==> config.mk <==
export PLATFORM = sky130hd
export DESIGN_NAME = i2s_receiver
export DESIGN_NICKNAME = d
export VERILOG_FILES = /design/src/rtl/i2s_receiver.sv
export SDC_FILE = /design/constraint.sdc
export NUM_CORES = 1
export LEC_CHECK = 0
export CORE_MARGIN = 1
export CORE_UTILIZATION = 45
export DETAILED_ROUTE_END_ITERATION = 8
export GPL_ROUTABILITY_DRIVEN = 0
export PLACE_DENSITY = 0.69
export RECOVER_POWER = 25
export SLEW_MARGIN = 20
export SYNTH_ARGS = -nofsm -noshare
export SYNTH_HDL_FRONTEND = slang
export SYNTH_SLANG_ARGS = --single-unit
==> constraint.sdc <==
create_clock -name clk48m -period 3.8 [get_ports clk48m]
set_input_delay 1.14 -clock clk48m [delete_from_list [all_inputs] [get_ports clk48m]]
set_output_delay 1.14 -clock clk48m [all_outputs]
set_load 0.02 [all_outputs]
==> src/rtl/i2s_receiver.sv <==
// i2s_receiver: oversampled I2S slave receiver. The bit clock, word select and
// data are synchronised into clk48m, sclk rising edges are detected, and MSB-first
// words are assembled into per-channel sample registers.
//
// Ports
//   clk48m    : system clock (all state on its rising edge)
//   rst       : asynchronous active-high reset
//   sclk      : external I2S bit clock (asynchronous)
//   lrclk     : word select, 0 = left, 1 = right (asynchronous)
//   din       : serial data, MSB first, one bit after each lrclk change (asynchronous)
//   left      : last complete left sample
//   right     : last complete right sample
//   valid     : one-cycle pulse when a left/right pair has completed
//   frame_err : one-cycle pulse when a slot ended before WIDTH bits arrived
module i2s_receiver #(
    parameter int unsigned WIDTH       = 16,
    parameter int unsigned SYNC_STAGES = 2
) (
    input  logic             clk48m,
    input  logic             rst,
    input  logic             sclk,
    input  logic             lrclk,
    input  logic             din,
    output logic [WIDTH-1:0] left,
    output logic [WIDTH-1:0] right,
    output logic             valid,
    output logic             frame_err
);

    localparam int unsigned CNT_W = $clog2(WIDTH + 1);

    logic [SYNC_STAGES-1:0] sclk_sync_q, sclk_sync_d;
    logic [SYNC_STAGES-1:0] lr_sync_q,   lr_sync_d;
    logic [SYNC_STAGES-1:0] din_sync_q,  din_sync_d;

    logic             sclk_prev_q, sclk_prev_d;
    logic             lr_prev_q,   lr_prev_d;
    logic             chan_q,      chan_d;
    logic             armed_q,     armed_d;
    logic             left_ok_q,   left_ok_d;
    logic [CNT_W-1:0] cnt_q,       cnt_d;
    logic [WIDTH-1:0] shift_q,     shift_d;
    logic [WIDTH-1:0] left_q,      left_d;
    logic [WIDTH-1:0] right_q,     right_d;
    logic             valid_q,     valid_d;
    logic             ferr_q,      ferr_d;

    logic sclk_s;
    logic lr_s;
    logic din_s;
    logic sclk_edge;
    logic lr_change;
    logic word_done;

    // Synchronised views of the serial pins
    assign sclk_s = sclk_sync_q[SYNC_STAGES-1];
    assign lr_s   = lr_sync_q[SYNC_STAGES-1];
    assign din_s  = din_sync_q[SYNC_STAGES-1];

    // Synchroniser chains and sclk edge history
    always_comb begin
        sclk_sync_d = {sclk_sync_q[SYNC_STAGES-2:0], sclk};
        lr_sync_d   = {lr_sync_q[SYNC_STAGES-2:0],   lrclk};
        din_sync_d  = {din_sync_q[SYNC_STAGES-2:0],  din};
        sclk_prev_d = sclk_s;
    end

    // Word assembly, channel tracking and output loading
    always_comb begin
        lr_prev_d = lr_prev_q;
        chan_d    = chan_q;
        armed_d   = armed_q;
        left_ok_d = left_ok_q;
        cnt_d     = cnt_q;
        shift_d   = shift_q;
        left_d    = left_q;
        right_d   = right_q;
        valid_d   = 1'b0;
        ferr_d    = 1'b0;
        word_done = 1'b0;
        sclk_edge = sclk_s & ~sclk_prev_q;
        lr_change = 1'b0;

        if (sclk_edge) begin
            lr_change = (lr_s != lr_prev_q);
            lr_prev_d = lr_s;

            // The change edge still carries the previous word's LSB
            if (cnt_q < CNT_W'(WIDTH)) begin
                shift_d   = {shift_q[WIDTH-2:0], din_s};
                cnt_d     = cnt_q + CNT_W'(1);
                word_done = armed_q && (cnt_q == CNT_W'(WIDTH - 1));
            end

            if (word_done) begin
                if (!chan_q) begin
                    left_d    = shift_d;
                    left_ok_d = 1'b1;
                end else begin
                    right_d   = shift_d;
                    valid_d   = left_ok_q;
                    left_ok_d = 1'b0;
                end
            end

            // A slot that ends short is dropped; the pairing restarts
            if (lr_change) begin
                if (armed_q && (cnt_d < CNT_W'(WIDTH))) begin
                    ferr_d    = 1'b1;
                    left_ok_d = 1'b0;
                end
                cnt_d   = '0;
                chan_d  = lr_s;
                armed_d = 1'b1;
            end
        end
    end

    // State registers
    always_ff @(posedge clk48m or posedge rst) begin
        if (rst) begin
            sclk_sync_q <= '0;
            lr_sync_q   <= '0;
            din_sync_q  <= '0;
            sclk_prev_q <= 1'b0;
            lr_prev_q   <= 1'b0;
            chan_q      <= 1'b0;
            armed_q     <= 1'b0;
            left_ok_q   <= 1'b0;
            cnt_q       <= '0;
            shift_q     <= '0;
            left_q      <= '0;
            right_q     <= '0;
            valid_q     <= 1'b0;
            ferr_q      <= 1'b0;
        end else begin
            sclk_sync_q <= sclk_sync_d;
            lr_sync_q   <= lr_sync_d;
            din_sync_q  <= din_sync_d;
            sclk_prev_q <= sclk_prev_d;
            lr_prev_q   <= lr_prev_d;
            chan_q      <= chan_d;
            armed_q     <= armed_d;
            left_ok_q   <= left_ok_d;
            cnt_q       <= cnt_d;
            shift_q     <= shift_d;
            left_q      <= left_d;
            right_q     <= right_d;
            valid_q     <= valid_d;
            ferr_q      <= ferr_d;
        end
    end

    assign left      = left_q;
    assign right     = right_q;
    assign valid     = valid_q;
    assign frame_err = ferr_q;

endmodule

# Yosys cells after proc, flatten, opt, wreduce, memory -nomap -nowiden
# Cells that the tools add are included.
[totals]
input_bits = 5
ff_bits = 66
word_cells = 43
[classes]
muxes = 16
n_lt_le_gt_ge = 2
n_bitwise = 3
n_addsub = 1
n_eq_ne = 2
n_reduce_logical = 5
[ops]
columns = ["cell", "count"]
rows = [
  ["$mux 16", 1],
  ["$mux 5", 3],
  ["$mux 1", 12],
  ["$lt 5x5->1 const B", 2],
  ["$reduce_and 3->1", 2],
  ["$add 5x1->5 const B", 1],
  ["$eq 5x4->1 const B", 1],
  ["$logic_and 1x1->1", 2],
  ["$not 1->1", 2],
  ["$reduce_and 2->1", 1],
  ["$and 1x1->1", 1],
  ["$ne 1x1->1", 1],
]

# Longest topological paths before layout
# Gate-level depths: netlist (run 1).
[depth]
ltp_word = 8
mapped_depth = 5
depth_no_buf = 4

# Worst setup path after synthesis (run 1)
# No wires, ideal clock.
[synth_timing]
kind = "register to register"
startpoint = "register cnt_q[0]"
endpoint = "register left_q[10], in the netlist left[10]"
setup_ps = 125
slack_ps = 2133
path_stages_with_launch = 6
t_arrival_ps = 1543
period_less_slack_ps = 1667
path_cell_list = "dfrtp_1 -> ha_1 -> nand3_1 -> nor3_4 -> buf_6 -> mux2_2"
[synth_via]
elab_chain_cells = 5
word_cells_on_any_way = 7
[synth_rtl]
columns = ["item", "line_no", "rtl"]
rows = [
  ["start, declared", "41", "logic [CNT_W-1:0] cnt_q, cnt_d;"],
  ["start signal, assigned", "145", "cnt_q <= cnt_d;"],
  ["branches (longest 5 deep; another with $lt 5x5->1)", "-", ""],
  ["end signal, assigned", "147", "left_q <= left_d;"],
  ["end, declared", "43", "logic [WIDTH-1:0] left_q, left_d;"],
]
# Parallel ways; which one is timed is not known. The select of a mux whose other input is x is not followed.
# A chain may end at the register's enable or synchronous reset.

# Final worst setup path (run 1)
[layout_timing]
startpoint = "register cnt_q[4]"
endpoint = "register left_q[13], in the netlist left[13]"
# The elaborated chain is that of the path after synthesis.

==> results.yml, run 1 <==
grt:
  grt_first_pass_wirelength_um: 7830
  antenna_found_initial: 0
  grtUsageTotal_pct: 16.6
  grt_max_degree: 46
  first_global_vias: 1708
  grt_overflow: 0
floorplan:
  dieWidth_um: 79.5
  row_count: 27
  coreArea_sq_um: 5640
  die_h_um: 79.5
  start_util_pct: 47.9
  ios: 39
  dieArea_sq_um: 6320
sta:
  hold_viol_final: 0
  layout_setup_ws_ns: 1.28
  worst_pin_slew_ns: 0.883
  fin_skew_ns: 0.00999
  fin_crit_sh_pct: 66.4
  slew_headroom_pct: 40.9
  setup_viol_count_final: 0
  fin_crit_ns: 2.52
  grt_setup_unrepaired: "false"
  maxSlewViolCount: 0
  max_freq_ghz: 0.396
  tns_ns: 0
worst_hold_path:
  min_to: "lr_sync_q[1]"
  min_path_cells: 0
  hp-class: "flip-flop to flip-flop"
  min_from: "lr_sync_q[0]"
power_and_ir_drop:
  swShare_pct: 23.4
  p_clk_share_pct: 42.2
  total_power_mw: 1.59
  leakage_nw: 1.64
  p_per_area_nw_per_um2: 471
  seqPwrFrac_pct: 49.4
  p_sw_mw: 0.371
  intPower_mw: 1.21
  pwr-share-comb_pct: 8.4
  ir_drop_mv: 0.217
cts:
  clk_path_buf_depth: 2
  cts_setup_buffers: 0
  ctsHoldBuffers: 0
  clkTransAtPathRegs_ns: 0.07
  numCtsBuffers: 9
  cts-htree-levels: 3
  cts_tree: "built"
  clock_latency_ns: 0.34
  cts.sinks: 66
  post_cts_resized: 0
  cts_root_buffer: "clkbuf_8"
synth:
  ys_ff_latch: 66
  ys_warn_count: 0
  synthCells: 201
  syn_avg_cell_area_sq_um: 13.4
  syn_area_sq_um: 2700
  synth.distinct_cells: 25
  synth_nets: 207
  yosysSeqAreaShare_pct: 61.1
place:
  dp_slack_ns: 1.42
  numPortBuffers: 38
  placedCellCount: 305
  dpl.hpwl_um: 2900
critical_path:
  slowest_delay_ns: 0.81
  timing.rr.start: "cnt_q[4]"
  slowest_stage: "nor3_4"
  crit_family: "simple AND/OR/NAND/NOR gates"
  path_cells: "nand4bb_1, nor3_4, mux2_2"
  worst_ep_required_time_ns: 4.02
  crit_type: "flip-flop to flip-flop"
  arrival_ns: 2.74
  cp.depth: 3
  crit_buf_inv: 0
  end_kind: "flip-flop"
  crit_fanout: 23
  cp-start-kind: "flip-flop"
  reg2reg_depth: 3
  r2r_slack_ns: 1.28
  rr_endpoint: "left[13]"
drt:
  ant_nets: 0
  first_pass_iters: 4
  drt_wl_total_um: 4560
  drt-initial-drc-count: 61
  avgRoutedWirePerCell_um: 14.2
  viasPerCell: 5.10
  routed-via-count: 1636
  route.detailed.drc: 0
layout:
  fill_cells: 456
  antennaDiodeCount: 0
  areaGrowthSynthToFinish_pct: 24.4
  drive_gt1_share_pct: 25.3
  final_cells: 321
  nets: 250
status:
  status: "complete, no violations"
flow_run:
  drv_cap: 0
## synthesized netlist by cell type
master | count | share of area (%)
nand2b_1 | 1 | 0.23
a21oi_1 | 4 | 0.74
o21ai_0 | 4 | 0.74
nor3_1 | 2 | 0.37
and2_1 | 1 | 0.23
and3_1 | 1 | 0.23
inv_1 | 3 | 0.42
a22o_1 | 2 | 0.65
nand3_1 | 1 | 0.19
xnor2_1 | 1 | 0.32
nand2_1 | 39 | 5.4
a21o_1 | 4 | 1.1
xor2_1 | 1 | 0.32
nand4b_1 | 1 | 0.32
nor2_1 | 1 | 0.14
buf_2 | 1 | 0.19
nor2b_1 | 3 | 0.69
mux2_2 | 53 | 22
or4_1 | 1 | 0.28
dfrtp_1 | 66 | 61
buf_6 | 2 | 0.83
clkbuf_1 | 5 | 0.69
ha_1 | 1 | 0.46
nor3_4 | 2 | 1.2
nand4bb_4 | 1 | 1.0
## per-stage QoR
stage               hold slack (ns)  area [sq um]  util (%)
floorplan                     0.331          2700         -
global placement              0.335          3150      55.9
detailed placement            0.341          3150      55.9
CTS                           0.357          3380      60.0
global route                  0.369          3360      59.6
finish                        0.353          3360      59.6
## worst register-to-register path, cell delays in order, from the launching register on
cell and delay, ns:
dfrtp_1 0.68, nand4bb_1 0.50, nor3_4 0.82, mux2_2 0.42
## cells by family after synthesis
family,Yosys count,synth area share [%]
fa+ha+maj,1,0.463
flops,66,61.1
compound gates,14,3.24
simple gates,54,10.3
mux,53,22.1
buf+inv,11,2.13
xor+xnor,2,0.648
## cell type report
class	instances	area, sq um	share of cell area (%)
sequential	66	1650	49.1
timing repair buffer	40	404	12.0
multi-input combinational	124	977	29.1
inverter	3	11.3	0.335
clock inverter	4	73.8	2.19
tap	72	90.1	2.68
clock buffer	12	155	4.61
## layer usage
metal / up-vias / track usage (%) / share of wire, %
met2: 43 / 24.8 / 46
met5: - / 0 / 0
li1: 773 / - / -
met3: 10 / 4.23 / 4.1
met1: 810 / 22.0 / 47
met4: 0 / 9.27 / 2.3
## power groups by stage
stage	Clock, mW	Sequential, mW	Combinational [mW]
after floorplan	0	0.789	0.105
after global placement	0	0.798	0.135
after detailed placement	0	0.799	0.139
after CTS	0.685	0.785	0.142
after global routing	0.711	0.790	0.153
final	0.669	0.784	0.133
## sequential cells by signal, summed over array words and instances (netlist names), 2 cells and up
signal,flops
cnt_q,5
din_sync_q,2
left,16
lr_sync_q,2
right,16
sclk_sync_q,2
shift_q,16
## worst max-delay path by stage
stage | from | endpoint | slack [ns]
detailed placement | cnt_q[4] | left[9] | 1.42
floorplan | rst | armed_q | 1.01
global placement | cnt_q[4] | left[7] | 1.42
finish | cnt_q[4] | left[13] | 1.28
global route | cnt_q[4] | left[2] | 1.11
CTS | right[7] | right[7] | 1.33
## layout by cell type, fill, tap and decap left out, types with 2 or more instances in the layout
cell | Yosys | layout
a21o_1 | 4 | 4
a21oi_1 | 4 | 4
a22o_1 | 2 | 2
bufinv_16 | 0 | 2
clkbuf_1 | 5 | 2
clkbuf_8 | 0 | 11
clkdlybuf4s50_1 | 0 | 34
dfrtp_1 | 66 | 66
dlygate4sd3_1 | 0 | 4
inv_1 | 3 | 3
mux2_1 | 0 | 8
mux2_2 | 53 | 45
nand2_1 | 39 | 39
nor2b_1 | 3 | 3
nor3_1 | 2 | 2
nor3_4 | 2 | 2
o21ai_0 | 4 | 4
(Power assumes the default switching activity.)
==> run 2, diff against run 1 <==
- clock period: 3.8 -> 2.5 ns (I/O delays scaled with it)
==> run 2 against run 1 <==
  * Setup slack worse by 0.82 ns
  * Cell count is 1.2% higher
  * Sequential cell count is the same
  * Clock power is 39% higher
  * Via count rose by 1.9%
  * Critical endpoint is now left[5]
  * Largest power group unchanged
  * Sequential power increased by 53%
==> results.yml, run 2 (synthesis results as in run 1) <==
critical_path:
  slowest_delay_ns: 0.61
  worst_ep_required_time_ns: 1.75
  crit_buf_inv: 1
  crit_family: "buffers and inverters"
  end_kind: "output port"
  crit_type: "flip-flop to output port"
  r2r_slack_ns: 0.58
  cp-start-kind: "flip-flop"
  crit_fanout: 2
  slowest_stage: "clkdlybuf4s50_1"
  arrival_ns: 1.29
  path_cells: "clkdlybuf4s50_1"
drt:
  routed-via-count: 1667
  viasPerCell: 5.13
  first_pass_iters: 4
  drt_wl_total_um: 4930
  drt-initial-drc-count: 80
  route.detailed.drc: 0
  ant_nets: 0
  avgRoutedWirePerCell_um: 15.2
sta:
  tns_ns: 0
  worst_pin_slew_ns: 0.895
  max_freq_ghz: 0.489
  setup_viol_count_final: 0
  fin_crit_sh_pct: 81.8
  fin_skew_ns: 0.00784
  grt_setup_unrepaired: "false"
  maxSlewViolCount: 0
  hold_viol_final: 0
  slew_headroom_pct: 40.3
  fin_crit_ns: 2.04
  whs_ns: 0.361
flow_run:
  drv_cap: 0
layout:
  final_cell_mix: "dfrtp_1, mux2_2, nand2_1"
  antennaDiodeCount: 0
  regArea_sq_um: 1650
  mostFrequentLayoutCell: "dfrtp_1"
  fill_cells: 474
  multiInputGateArea_sq_um: 993
  post-route-util_pct: 59.9
  nets: 255
  areaGrowthSynthToFinish_pct: 25.0
  finalInstanceArea_sq_um: 3380
  drive_gt1_share_pct: 29.6
floorplan:
  dieArea_sq_um: 6320
  coreArea_sq_um: 5640
  row_count: 27
  die_h_um: 79.5
  start_util_pct: 47.9
  ios: 39
  dieWidth_um: 79.5
cts:
  post_cts_resized: 0
  clk_path_buf_depth: 2
  cts_setup_buffers: 0
  cts-htree-levels: 3
  ctsHoldBuffers: 0
  cts.sinks: 66
  cts_tree: "built"
  cts_root_buffer: "clkbuf_8"
  clock_latency_ns: 0.33
  numCtsBuffers: 9
  clkTransAtPathRegs_ns: 0.06
grt:
  antenna_found_initial: 0
  grtUsageTotal_pct: 18.1
  grt_max_degree: 67
  grt_overflow: 0
  grt_first_pass_wirelength_um: 8420
  first_global_vias: 1777
worst_hold_path:
  hp-class: "flip-flop to flip-flop"
power_and_ir_drop:
  p_per_area_nw_per_um2: 692
  leakage_nw: 1.64
  ir_drop_mv: 0.408
  total_power_mw: 2.34
place:
  dpl.hpwl_um: 3190
  place_area_sq_um: 3190
  numPortBuffers: 38
status:
  status: "complete, no violations"
-- run 2: cell count changes in the layout (fill, tap and decap cells not counted), moves of 2 or more --
cell / before / now
mux2_1: 8 / 0
mux2_2: 45 / 53
buf_4: 0 / 6
clkbuf_8: 11 / 9
-- run 2: through the flow --
stage,setup WS (ns),cells
after CTS,0.427,325
after detailed placement,0.592,310
after global routing,0.403,325
after floorplan,0.0952,201
after global placement,0.639,310
final,0.456,325
-- run 2: layer usage --
| layer | GRT usage, % | vias up | wire (um) |
|---|---|---|---|
| li1 | - | 786 | - |
| met1 | 23.1 | 835 | 2260 |
| met2 | 28.4 | 38 | 2430 |
| met3 | 3.66 | 8 | 168 |
| met4 | 10.7 | 0 | 82 |
| met5 | 0 | - | 0 |
-- run 2: area by class of cell --
cell class | count | area share [%]
repair buffers | 45 | 12.8
clock inverters | 3 | 1.93
inverters | 3 | 0.333
multi-input cells | 124 | 29.4
clock buffers | 12 | 4.00
well taps | 72 | 2.67
flip-flops and latches | 66 | 48.9
-- run 2: worst paths after layout --
path	startpoint	end	cells past startpoint
hold reg to reg	din_sync_q[0]	din_sync_q[1]	0
hold / removal	din_sync_q[0]	din_sync_q[1]	0
setup / recovery	left[5]	left[5]	1
min in group asynchronous	rst	left[4]	3
setup reg to reg	cnt_q[0]	right[0]	5
max in group asynchronous	rst	frame_err	3
-- run 2: where the power goes --
group	total (mW)	internal, mW	switching [mW]
clock	0.932	0.556	0.376
sequential	1.20	1.14	0.0575
combinational	0.210	0.0961	0.114
total	2.34	1.79	0.548
==> run 3, diff against run 2 <==
- PLACE_DENSITY: 0.69 -> 0.72
- clock period: 2.5 -> 1.8 ns (I/O delays scaled with it)
==> run 3 against run 2 <==
  * Final area is 0.85% higher
  * Via count is 0.42% lower
  * Sequential cell count stayed put
  * Non-clock buffer count is 5 higher
  * Setup slack worse by 0.31 ns
  * Sequential power is 38% higher
  * Sequential share of layout area is 0.41 points lower
  * Hold slack worse by 0.012 ns
  * Routed wire length is 0.83% lower
  * Cell count is 1.8% higher
  * Critical path type is now flip-flop to flip-flop
  * Largest cell class unchanged
  * Largest power group unchanged
==> results.yml, run 3 (synthesis results as in run 1) <==
cts:
  clock_latency_ns: 0.34
  cts_tree: "built"
  cts_root_buffer: "clkbuf_8"
  ctsHoldBuffers: 0
  clkTransAtPathRegs_ns: 0.07
  cts-htree-levels: 3
  cts.sinks: 66
  clk_path_buf_depth: 2
  cts_setup_buffers: 0
  numCtsBuffers: 9
  post_cts_resized: 33
grt:
  grt_max_degree: 39
  grt_first_pass_wirelength_um: 8590
  grt_overflow: 0
  antenna_found_initial: 0
  grtUsageTotal_pct: 18.1
  first_global_vias: 1704
drt:
  ant_nets: 0
  routed-via-count: 1660
  route.detailed.drc: 0
  drt_wl_total_um: 4890
  avgRoutedWirePerCell_um: 14.8
  drt-initial-drc-count: 100
  viasPerCell: 5.02
  first_pass_iters: 4
sta:
  fin_skew_ns: 0.0128
  hold_viol_final: 0
  grt_setup_unrepaired: "false"
  max_freq_ghz: 0.606
  whs_ns: 0.349
  maxSlewViolCount: 0
  worst_pin_slew_ns: 0.834
  fin_crit_sh_pct: 91.7
  tns_ns: 0
  fin_crit_ns: 1.65
  slew_headroom_pct: 44.4
  setup_viol_count_final: 0
floorplan:
  die_h_um: 79.5
  start_util_pct: 47.9
  coreArea_sq_um: 5640
  row_count: 27
  ios: 39
  dieWidth_um: 79.5
  dieArea_sq_um: 6320
worst_hold_path:
  hp-class: "flip-flop to flip-flop"
power_and_ir_drop:
  leakage_nw: 1.86
  ir_drop_mv: 0.489
  p_per_area_nw_per_um2: 985
layout:
  nets: 260
  areaGrowthSynthToFinish_pct: 26.1
  mostFrequentLayoutCell: "dfrtp_1"
  drive_gt1_share_pct: 32.8
  antennaDiodeCount: 0
  final_cell_mix: "dfrtp_1, mux2_2, nand2_1"
  fill_cells: 482
status:
  status: "complete, no violations"
place:
  numPortBuffers: 38
  dpl.hpwl_um: 3390
critical_path:
  end_kind: "flip-flop"
  cp-start-kind: "flip-flop"
  crit_buf_inv: 1
  crit_type: "flip-flop to flip-flop"
  slowest_stage: "dfrtp_1"
  slowest_delay_ns: 0.38
  arrival_ns: 1.86
  crit_family: "flip-flops"
  path_cells: "ha_1, nand3_2, nor3_4, buf_4, mux2_2"
  worst_ep_required_time_ns: 2.01
  crit_fanout: 10
flow_run:
  drv_cap: 0
-- run 3: final timing paths --
check | startpoint | endpoint | slack [ns] | depth (start not counted)
min reg2reg | lr_sync_q[0] | lr_sync_q[1] | 0.35 | 0
max reg2reg | cnt_q[1] | left[13] | 0.15 | 5
max | cnt_q[1] | left[13] | 0.15 | 5
min | lr_sync_q[0] | lr_sync_q[1] | 0.35 | 0
min in group asynchronous | rst | lr_sync_q[1] | 0.88 | 3
max in group asynchronous | rst | shift_q[13] | 0.32 | 3
-- run 3: final cells by class --
type	count	area (sq um)	share of cell area, %
sequential	66	1650	48.5
multi-input combinational	124	998	29.3
timing repair buffer	50	427	12.5
clock buffer	12	155	4.55
tap	72	90.1	2.64
clock inverter	4	73.8	2.17
inverter	3	12.5	0.367
-- run 3: power breakdown --
part           switching, mW  internal (mW)
logic                  0.158          0.138
clock network          0.543          0.856
registers             0.0809           1.58
-- run 3: metrics by stage --
| stage | power (mW) | instance area [sq um] | utilization, % | instances | setup WS [ns] |
|---|---|---|---|---|---|
| global placement | 1.98 | 3250 | 57.5 | 315 | 0.186 |
| global route | 3.52 | 3410 | 60.4 | 331 | 0.0715 |
| detailed placement | 2.00 | 3250 | 57.5 | 315 | 0.0822 |
| finish | 3.36 | 3410 | 60.4 | 331 | 0.149 |
| CTS | 3.41 | 3430 | 60.9 | 331 | 0.00375 |
| floorplan | 1.89 | 2710 | - | 201 | 0.133 |
-- run 3: routing by layer --
layer	vias up	wire (um)	GRT usage, %
li1	788	-	-
met1	823	2270	24.7
met2	38	2320	27.1
met3	11	205	3.77
met4	0	103	9.82
met5	-	0	0
